--- src/rtl/ps2_key_tracker.sv ---
// ps2_key_tracker: PS/2 frame receiver with key press/release tracking and 7-seg nibbles; define PS2_KEY_COUNT_EN to build the press counter
module ps2_key_tracker #(
  parameter int TIMEOUT_CYC = 20000
) (
  input  logic       clk,
  input  logic       rst,
  input  logic       ps2_clk,
  input  logic       ps2_data,
  output logic [7:0] key_code,
  output logic [7:0] key_count,
  output logic       disp_en,
  output logic [3:0] code_lo,
  output logic [3:0] code_hi,
  output logic [3:0] cnt_lo,
  output logic [3:0] cnt_hi,
  output logic       byte_valid,
  output logic       frame_err
);
  localparam int TW = $clog2(TIMEOUT_CYC + 1);
  typedef enum logic [1:0] {IDLE, DATA, PARITY, STOP} state_t;
  state_t state, state_n;
  logic [2:0] c_sync, d_sync;
  logic [2:0] bit_cnt;
  logic [7:0] shreg, rx_byte;
  logic [TW-1:0] tmo;
  logic par_bit, break_pend;
  logic fall, bit_in, tmo_hit, frame_ok, stop_edge, new_press;
  assign fall      = c_sync[2] & ~c_sync[1];
  assign bit_in    = d_sync[1];
  assign tmo_hit   = state != IDLE && !fall && tmo == TW'(TIMEOUT_CYC - 1);
  assign frame_ok  = bit_in & (^{shreg, par_bit});
  assign stop_edge = fall && state == STOP;
  assign new_press = byte_valid && rx_byte != 8'hE0 && rx_byte != 8'hF0 && !break_pend &&
                     (!disp_en || rx_byte != key_code);
  // next frame state: only a falling edge advances, timeout aborts to IDLE
  always_comb begin
    state_n = tmo_hit ? IDLE :
              !fall ? state :
              state == IDLE ? (bit_in ? IDLE : DATA) :
              state == DATA ? (bit_cnt == 3'd7 ? PARITY : DATA) :
              state == PARITY ? STOP : IDLE;
  end
  // synchronizers, frame shift/parity capture, timeout and completion pulses
  always_ff @(posedge clk) begin
    if (rst) begin
      c_sync     <= '1;
      d_sync     <= '1;
      state      <= IDLE;
      bit_cnt    <= '0;
      shreg      <= '0;
      par_bit    <= 1'b0;
      tmo        <= '0;
      rx_byte    <= '0;
      byte_valid <= 1'b0;
      frame_err  <= 1'b0;
    end else begin
      c_sync     <= {c_sync[1:0], ps2_clk};
      d_sync     <= {d_sync[1:0], ps2_data};
      state      <= state_n;
      tmo        <= (state == IDLE || fall || tmo_hit) ? '0 : tmo + 1'b1;
      byte_valid <= stop_edge && frame_ok;
      frame_err  <= tmo_hit || (stop_edge && !frame_ok);
      if (tmo_hit || (fall && state == IDLE)) begin
        bit_cnt <= '0;
        shreg   <= '0;
      end else if (fall && state == DATA) begin
        bit_cnt <= bit_cnt + 1'b1;
        shreg   <= {bit_in, shreg[7:1]};
      end
      if (fall && state == PARITY) par_bit <= bit_in;
      if (stop_edge) rx_byte <= shreg;
    end
  end
  // key state: break prefix, release of the held key, new presses
  always_ff @(posedge clk) begin
    if (rst) begin
      key_code   <= '0;
      disp_en    <= 1'b0;
      break_pend <= 1'b0;
    end else if (byte_valid && rx_byte == 8'hF0) begin
      break_pend <= 1'b1;
    end else if (byte_valid && rx_byte != 8'hE0 && break_pend) begin
      break_pend <= 1'b0;
      if (rx_byte == key_code) disp_en <= 1'b0;
    end else if (new_press) begin
      key_code <= rx_byte;
      disp_en  <= 1'b1;
    end
  end
`ifdef PS2_KEY_COUNT_EN
  logic [7:0] cnt_q;
  // press counter, wraps naturally at 8 bits
  always_ff @(posedge clk) begin
    if (rst) cnt_q <= '0;
    else if (new_press) cnt_q <= cnt_q + 1'b1;
  end
  assign key_count = cnt_q;
`else
  assign key_count = 8'd0;
`endif
  assign code_lo = key_code[3:0];
  assign code_hi = key_code[7:4];
  assign cnt_lo  = key_count[3:0];
  assign cnt_hi  = key_count[7:4];
endmodule

--- config.mk ---
export PLATFORM = sky130hd
export DESIGN_NAME = ps2_key_tracker
export DESIGN_NICKNAME = d
export VERILOG_FILES = /design/src/rtl/ps2_key_tracker.sv
export SDC_FILE = /design/constraint.sdc
export NUM_CORES = 1
export LEC_CHECK = 0
export CAP_MARGIN = 20
export CELL_PAD_IN_SITES_DETAIL_PLACEMENT = 1
export CELL_PAD_IN_SITES_GLOBAL_PLACEMENT = 2
export CORE_MARGIN = 5
export CORE_UTILIZATION = 35
export CTS_BUF_LIST = sky130_fd_sc_hd__clkbuf_16
export CTS_CLUSTER_DIAMETER = 30
export DETAILED_ROUTE_END_ITERATION = 8
export PLACE_DENSITY = 0.84
export SETUP_SLACK_MARGIN = 0.3
export SLEW_MARGIN = 0
export SYNTH_ARGS = -nofsm -noshare
export SYNTH_HDL_FRONTEND = slang
export SYNTH_SLANG_ARGS = --single-unit
--- constraint.sdc ---
create_clock -name clk -period 4.3 [get_ports clk]
set_clock_uncertainty 0.05 [all_clocks]
set_input_delay 0.43 -clock clk [delete_from_list [all_inputs] [get_ports clk]]
set_output_delay 0.43 -clock clk [all_outputs]
set_load 0.01 [all_outputs]
# == Word level (Yosys, flattened, before mapping) ==
# Cells that the tools add are included.
# classes
n_addsub,2
n_eq_ne,11
n_bitwise,5
mux,10
n_reduce_logical,33
# ops
operator,count
$ne A8 B8 Y1 const B,2
$add A15 B1 Y15 const B,1
$eq A15 B15 Y1 const B,1
$logic_and A1 B1 Y1,14
$reduce_xor A9 Y1,1
$eq A8 B8 Y1,1
$eq A8 B8 Y1 const B,1
$mux W2,4
$ne A8 B8 Y1,1
$mux W1,6
$reduce_and A3 Y1,2
$reduce_bool A2 Y1,3
$reduce_or A2 Y1,3
$logic_or A1 B1 Y1,5
$eq A2 B2 Y1 const B,2
$logic_not A1 Y1,4
$add A3 B1 Y3 const B,1
$eq A3 B3 Y1 const B,1
$not A1 Y1,3
$and A1 B1 Y1,2
$eq A2 B1 Y1 const B,1
$logic_not A2 Y1,1
$ne A2 B1 Y1 const B,1
# totals
reg_bits,54
out_inout_bits,35
in_bits,4

# == Depth between registers and ports, before layout ==
# Gate-level depths: netlist of the first run.
# logic_depth
ltp_word,7
mapped_depth,6
ltp_nobuf,5

# == Worst setup path before layout of the first run ==
# No wires, ideal clock.
# synth_timing
path_type,reg-to-reg
start,reg tmo[0]
end,reg bit_cnt[0]
t_arrival_ns,1.497
stages_incl_launch_ff,7
period_less_slack_ns,1.625
t_required_ns,4.172
path_buffers,1
path_slack_ns,2.675
path_cell_list,dfxtp_1 ha_1 and4_1 and4_1 a21o_1 buf_2 nor3_1
# synth_between
elab_chain_len,4
# synth_lines
item,line,source
"start, declared",25,logic [TW-1:0] tmo;
"start signal, assigned",60,tmo <= (state == IDLE || fall || tmo_hit) ? '0 : tmo + 1'b1;
$eq A15 B15 Y1,30,assign tmo_hit = state != IDLE && !fall && tmo == TW'(TIMEOUT_CYC - 1);
$logic_and A1 B1 Y1,30,
$logic_or A1 B1 Y1,63,if (tmo_hit || (fall && state == IDLE)) begin
$reduce_or A2 Y1 (no source line),--,
"end signal, assigned",67,bit_cnt <= bit_cnt + 1'b1;
"end, declared",23,logic [2:0] bit_cnt;
# Every way passes these cells.
# A chain may end at the register's enable or synchronous reset.

# == Worst setup path after layout of the first run ==
# layout_timing
start,reg tmo[0]
end,reg shreg[4]
# layout_between
elab_chain_len,4
# layout_lines
item,line,source
$eq A15 B15 Y1,30,
$logic_and A1 B1 Y1,30,
$logic_or A1 B1 Y1,63,
$reduce_or A2 Y1 (no source line),--,
"end signal, assigned",68,"shreg <= {bit_in, shreg[7:1]};"
"end, declared",24,"logic [7:0] shreg, rx_byte;"
# Every way passes these cells.

==> results.yml, run 1 <==
run_status:
  status: "finished clean"
clock_network:
  cts_sinks: 54
  cts_inserted_buffers: 5
  htree_levels: 2
  cts_setup_buffers: 0
  cts-root-buf: "clkbuf_16"
  cts-resized-gates: 0
  cts_tree: "built"
  clkLatencyLatePin_ps: 290
  ctsHoldBuffers: 0
  ctsLongestPathBuffers: 2
  clkTransAtPathRegs_ps: 70
worst_hold_path:
  hold_end: "c_sync[1]"
  holdPathStages: 1
  hp-start: "c_sync[0]"
  hold_path_class: "reg -> reg"
floorplan:
  coreArea_um2: 7214
  io_pins: 39
  start_util: 0.3593
  die_w_um: 96.07
  die_h_um: 96.07
  fp-row-count: 31
  dieArea_um2: 9228
sta:
  post-route-period-util: 0.4511
  period_needed_ps: 1940
  fin_setup_tns_ps: 0
  final_hold_viol_count: 0
  rsz0062_at_grt: "no"
  whs_ps: 372.1
  final_max_slew_viol_count: 0
  fmax_mhz: 515.5
  setup_viol: 0
  worst_slew_pin_slew_ps: 674.1
  relSlewSlack: 0.5447
synth:
  syn-cell-area_um2: 2592
  syn_inst: 280
  synth_ff_type: "dfxtp_1"
  synth-adder-area-share: 0.01448
  yosysWarnings: 0
  synthMuxAreaShare: 0.07336
  synth_top_family_by_area: "simple AND/OR/NAND/NOR gates"
  yosys.area_share.simple: 0.2220
  synth_xor_area_frac: 0.1052
  synth-seq-cells: 54
  synth-seq-area-share: 0.4170
  synth_edf_count: 0
  netlist-cell-type-count: 40
  syn_area_per_cell_um2: 9.259
  async_flop_share: 0
  synth_compound_area_frac: 0.06950
power_and_ir_drop:
  max-vdd-ir-drop_uv: 159.5
  intPower_mw: 0.7828
  p_comb_frac: 0.025
  power_density_nw_per_um2: 331.9
  swShare: 0.2022
  seq_power_share: 0.513
  p_clk_frac: 0.462
  switching_power_mw: 0.1984
  p_leak_nw: 1.013
critical_path:
  required_ps: 4410
  path_class: "reg -> reg"
  ff2ff_path_depth: 5
  reg2reg_slack_ps: 2360
  critical_path_arrival_ps: 2050
  cp-startpoint: "tmo[0]"
  crit_fanout: 12
  critPathLaunchType: "flop"
  r2r_start: "tmo[0]"
  r2r-end: "shreg[4]"
  endpoint_kind: "flop"
placed_design:
  dpl.hpwl_mm: 3.848
  placed_cell_area_um2: 2790
  gp_congestion: 0.7226
  numPortBuffers: 22
  placed_cells: 385
route:
  drc: 0
  dr.pass1.iters: 4
  vias_per_cell: 4.789
  wl_per_cell_um: 13.59
  wirelength_mm: 5.342
  ant_nets: 0
  vias: 1882
  drtIter0Drc: 34
global_route:
  first_global_vias: 1882
  grt-ovfl-total: 0
  grt_pass1_wl_mm: 8.700
  antenna_found_initial: 0
  grtUsageTotal: 0.1203
  grt_max_degree: 38
finish:
  finalNonFillerCells: 393
  diodes: 0
  ff_latch_area_um2: 1081
  nNetsFinal: 300
  syn2layout_area_growth_pct: 14.04
  multi_input_area_um2: 1316
  design_area_um2: 2957
  drive_gt1_frac: 0.06803
  fillers: 857
flow_run:
  cap_viol_max_count: 0
[layout by cell type, fill, tap and decap left out, types with 3 or more instances in the layout]
cell type,instances
nand2_1,21
a21oi_1,12
xnor2_1,14
nor3_1,19
conb_1,16
dfxtp_1,54
nor2_1,23
nand2b_1,16
mux2i_1,19
ha_1,3
nand3_1,4
clkbuf_16,5
clkdlybuf4s50_1,22
xor2_1,12
buf_4,3
or2_2,5
nand4_1,6
inv_1,8
nor4_1,5
[cells by family after synthesis]
family | after synthesis
flops | 54
xor+xnor | 28
fa+ha+maj | 3
buf+inv | 41
other cells | 1
simple gates | 110
compound gates | 24
mux | 19
[synth_stat cells, types with 2 or more instances]
library cell,count,share of area
a211oi_1,2,0.0058
a21oi_1,12,0.023
and4_1,2,0.0068
buf_2,2,0.0039
buf_4,25,0.072
clkbuf_1,6,0.0087
dfxtp_1,54,0.42
ha_1,3,0.014
inv_1,7,0.010
mux2i_1,19,0.073
nand2_1,21,0.030
nand2b_1,16,0.039
nand3_1,4,0.0077
nand4_1,6,0.014
nor2_1,23,0.033
nor3_1,19,0.037
nor4_1,5,0.012
o211ai_1,2,0.0058
or2_2,5,0.012
or2b_1,2,0.0058
xnor2_1,14,0.047
xnor3_1,2,0.017
xor2_1,12,0.041
[worst max-delay path, stage by stage (launching register included)]
cell     delay [ps]
dfxtp_1         380
ha_1            250
and4_1          300
and4_1          310
a21o_1          400
nor3_1          120
[sequential cells by signal, summed over array words and instances (netlist names), 2 cells and up]
name and count:
tmo 15, key_code 8, rx_byte 8, shreg 8, bit_cnt 3, c_sync 3
d_sync 2, state 2
[layer usage]
metal / global-route usage / wire, um
met5: 0 / 0
met3: 0.02580 / 221
met4: 0.03555 / 50
met1: 0.1442 / 2468
met2: 0.2139 / 2602
[power by group through the flow]
stage	logic [mW]	clock network [mW]	registers [mW]
global placement	0.0242	0	0.515
finish	0.0248	0.453	0.503
floorplan	0.0296	0	0.514
global route	0.0275	0.487	0.504
detailed placement	0.0245	0	0.515
CTS	0.0246	0.467	0.503
[cell type report]
cell class | count | share of cell area
inverters | 7 | 0.008887
clock inverters | 3 | 0.01397
clock buffers | 5 | 0.04232
flip-flops and latches | 54 | 0.3656
repair buffers | 25 | 0.08210
well taps | 99 | 0.04190
multi-input cells | 200 | 0.4452
[how the worst max path moves through the flow]
stage	endpoint	cells past startpoint
floorplan	bit_cnt[0]	6
global placement	tmo[3]	5
detailed placement	tmo[10]	5
CTS	tmo[10]	5
global route	tmo[0]	5
finish	shreg[4]	5
[metrics by stage]
step,worst slack (ps),util,total power [mW]
after floorplan,2675,-,0.5441
after global placement,2103,0.3868,0.5391
after detailed placement,2025,0.3868,0.5397
after CTS,2333,0.4098,0.9952
after global routing,2257,0.4098,1.018
final,2360,0.4098,0.9812
Power figures use the tool's default switching activity.
==> run 2: changes to the inputs <==
--- a/config.mk
+++ b/config.mk
@@ -9,11 +9,11 @@
 export CELL_PAD_IN_SITES_DETAIL_PLACEMENT = 1
 export CELL_PAD_IN_SITES_GLOBAL_PLACEMENT = 2
 export CORE_MARGIN = 5
-export CORE_UTILIZATION = 35
+export CORE_UTILIZATION = 33
 export CTS_BUF_LIST = sky130_fd_sc_hd__clkbuf_16
 export CTS_CLUSTER_DIAMETER = 30
 export DETAILED_ROUTE_END_ITERATION = 8
-export PLACE_DENSITY = 0.84
+export PLACE_DENSITY = 0.8
 export SETUP_SLACK_MARGIN = 0.3
 export SLEW_MARGIN = 0
 export SYNTH_ARGS = -nofsm -noshare
==> constraint.sdc (replaced) <==
create_clock -name clk -period 1.85 [get_ports clk]
set_clock_uncertainty 0.05 [all_clocks]
set_input_delay 0.185 -clock clk [delete_from_list [all_inputs] [get_ports clk]]
set_output_delay 0.185 -clock clk [all_outputs]
set_load 0.01 [all_outputs]
==> results.yml, run 2 (same netlist as run 1, synthesis figures left out) <==
global_route:
  grt-ovfl-total: 0
  grtUsageTotal: 0.1229
  grt_max_degree: 37
  first_global_vias: 2036
  antenna_found_initial: 0
  grt_pass1_wl_mm: 9.687
route:
  drtIter0Drc: 45
  wirelength_mm: 6.252
  dr.pass1.iters: 4
  vias_per_cell: 4.697
  ant_nets: 0
  vias: 1954
  drc: 0
  wl_per_cell_um: 15.03
clock_network:
  htree_levels: 2
  cts-root-buf: "clkbuf_16"
  ctsHoldBuffers: 0
  ctsLongestPathBuffers: 2
  cts_inserted_buffers: 5
  clkLatencyLatePin_ps: 290
  clkTransAtPathRegs_ps: 70
  cts_tree: "built"
  cts_sinks: 54
critical_path:
  required_ps: 1960
  path_class: "reg -> reg"
  cpLargestDelayFamily: "simple AND/OR/NAND/NOR gates"
  endpoint_kind: "flop"
  crit_fanout: 2
  critical_path_arrival_ps: 1710
  cp_num_buf_inv: 1
  cp_cell_sequence: "ha_4 -> and4_4 -> buf_6 -> nand4_1 -> o211ai_1 -> a21oi_1"
  critPathLaunchType: "flop"
  cpMaxStageDelayCell: "dfxtp_2"
  max_stage_delay_ps: 360
placed_design:
  place_ws_ps: 208.3
  numPortBuffers: 22
  gp_congestion: 0.7714
  placed_cells: 400
  dpl.hpwl_mm: 4.172
power_and_ir_drop:
  max-vdd-ir-drop_uv: 323.7
  seq_power_share: 0.512
  intPower_mw: 1.821
  p_clk_frac: 0.453
  swShare: 0.2022
  power_density_nw_per_um2: 668.6
  switching_power_mw: 0.4616
  p_comb_frac: 0.035
  p_leak_nw: 1.237
  finalPower_mw: 2.283
sta:
  setup_ws_ps: 252.2
  rsz0062_at_grt: "yes"
  fin_setup_tns_ps: 0
  period_needed_ps: 1598
  final_max_slew_viol_count: 0
  final_hold_viol_count: 0
  setup_viol: 0
  fmax_mhz: 625.9
  post-route-period-util: 0.8637
  whs_ps: 359.6
floorplan:
  io_pins: 39
  coreArea_um2: 7687
  die_w_um: 98.64
  dieArea_um2: 9729
  die_h_um: 98.64
  start_util: 0.3372
  fp-row-count: 32
finish:
  drive_gt1_frac: 0.2930
  diodes: 0
  nNetsFinal: 321
  final_cell_mix: "dfxtp_1 (34), nor2_1 (23), nand2_1 (21)"
  mostFrequentLayoutCell: "dfxtp_1"
  finalNonFillerCells: 416
  largest_reg_flops: 15
  syn2layout_area_growth_pct: 31.71
  largest_register: "tmo"
flow_run:
  cap_viol_max_count: 0
worst_hold_path:
  hold_path_class: "reg -> reg"
run_status:
  status: "finished clean"
run 2: layer usage:
metal,vias to the layer above,global-route usage,share of wire
met5,-,0,0
met4,0,0.04832,0.013
met3,7,0.02548,0.027
met2,30,0.2382,0.58
met1,944,0.1277,0.38
li1,973,-,-
run 2: path summary, 6_finish.rpt:
check,depth (start not counted),startpoint,slack (ps),endpoint
max,6,tmo[1],250,state[1]
min,1,c_sync[0],360,c_sync[1]
max reg2reg,6,tmo[1],250,state[1]
min reg2reg,1,c_sync[0],360,c_sync[1]
run 2: cell type report:
cell class,count,area (um^2)
Clock buffer,5,125.1
Timing Repair Buffer,46,447.9
Multi-Input combinational cell,200,1545
Tap cell,102,127.6
Inverter,7,26.28
Clock inverter,2,33.78
Sequential cell,54,1109
Fill cell,883,4273
run 2: power groups by stage:
stage | Sequential (mW) | Clock [mW] | Combinational [mW]
floorplan | 1.20 | 0 | 0.0698
global placement | 1.20 | 0 | 0.0605
detailed placement | 1.20 | 0 | 0.0608
CTS | 1.17 | 1.06 | 0.0614
global route | 1.17 | 1.12 | 0.0861
finish | 1.17 | 1.03 | 0.0798
run 2: worst reg2reg max path: stages (launching register included):
cell and delay [ps]:
dfxtp_2 360, ha_4 140, and4_4 230, buf_6 90, nand4_1 210, o211ai_1 280, a21oi_1 110
run 2: what timing repair did:
item                                    CTS  global route
buffers inserted                          5             2
endpoints found under the setup margin   21            51
gates resized for setup                  19            45
cloned                                    0             2
pin swaps                                 8            10
run 2: metrics by stage:
step	utilization	cell area (um^2)
after floorplan	-	2673
after global placement	0.3779	2905
after detailed placement	0.3779	2905
after CTS	0.4129	3174
after global routing	0.4442	3415
final	0.4442	3415
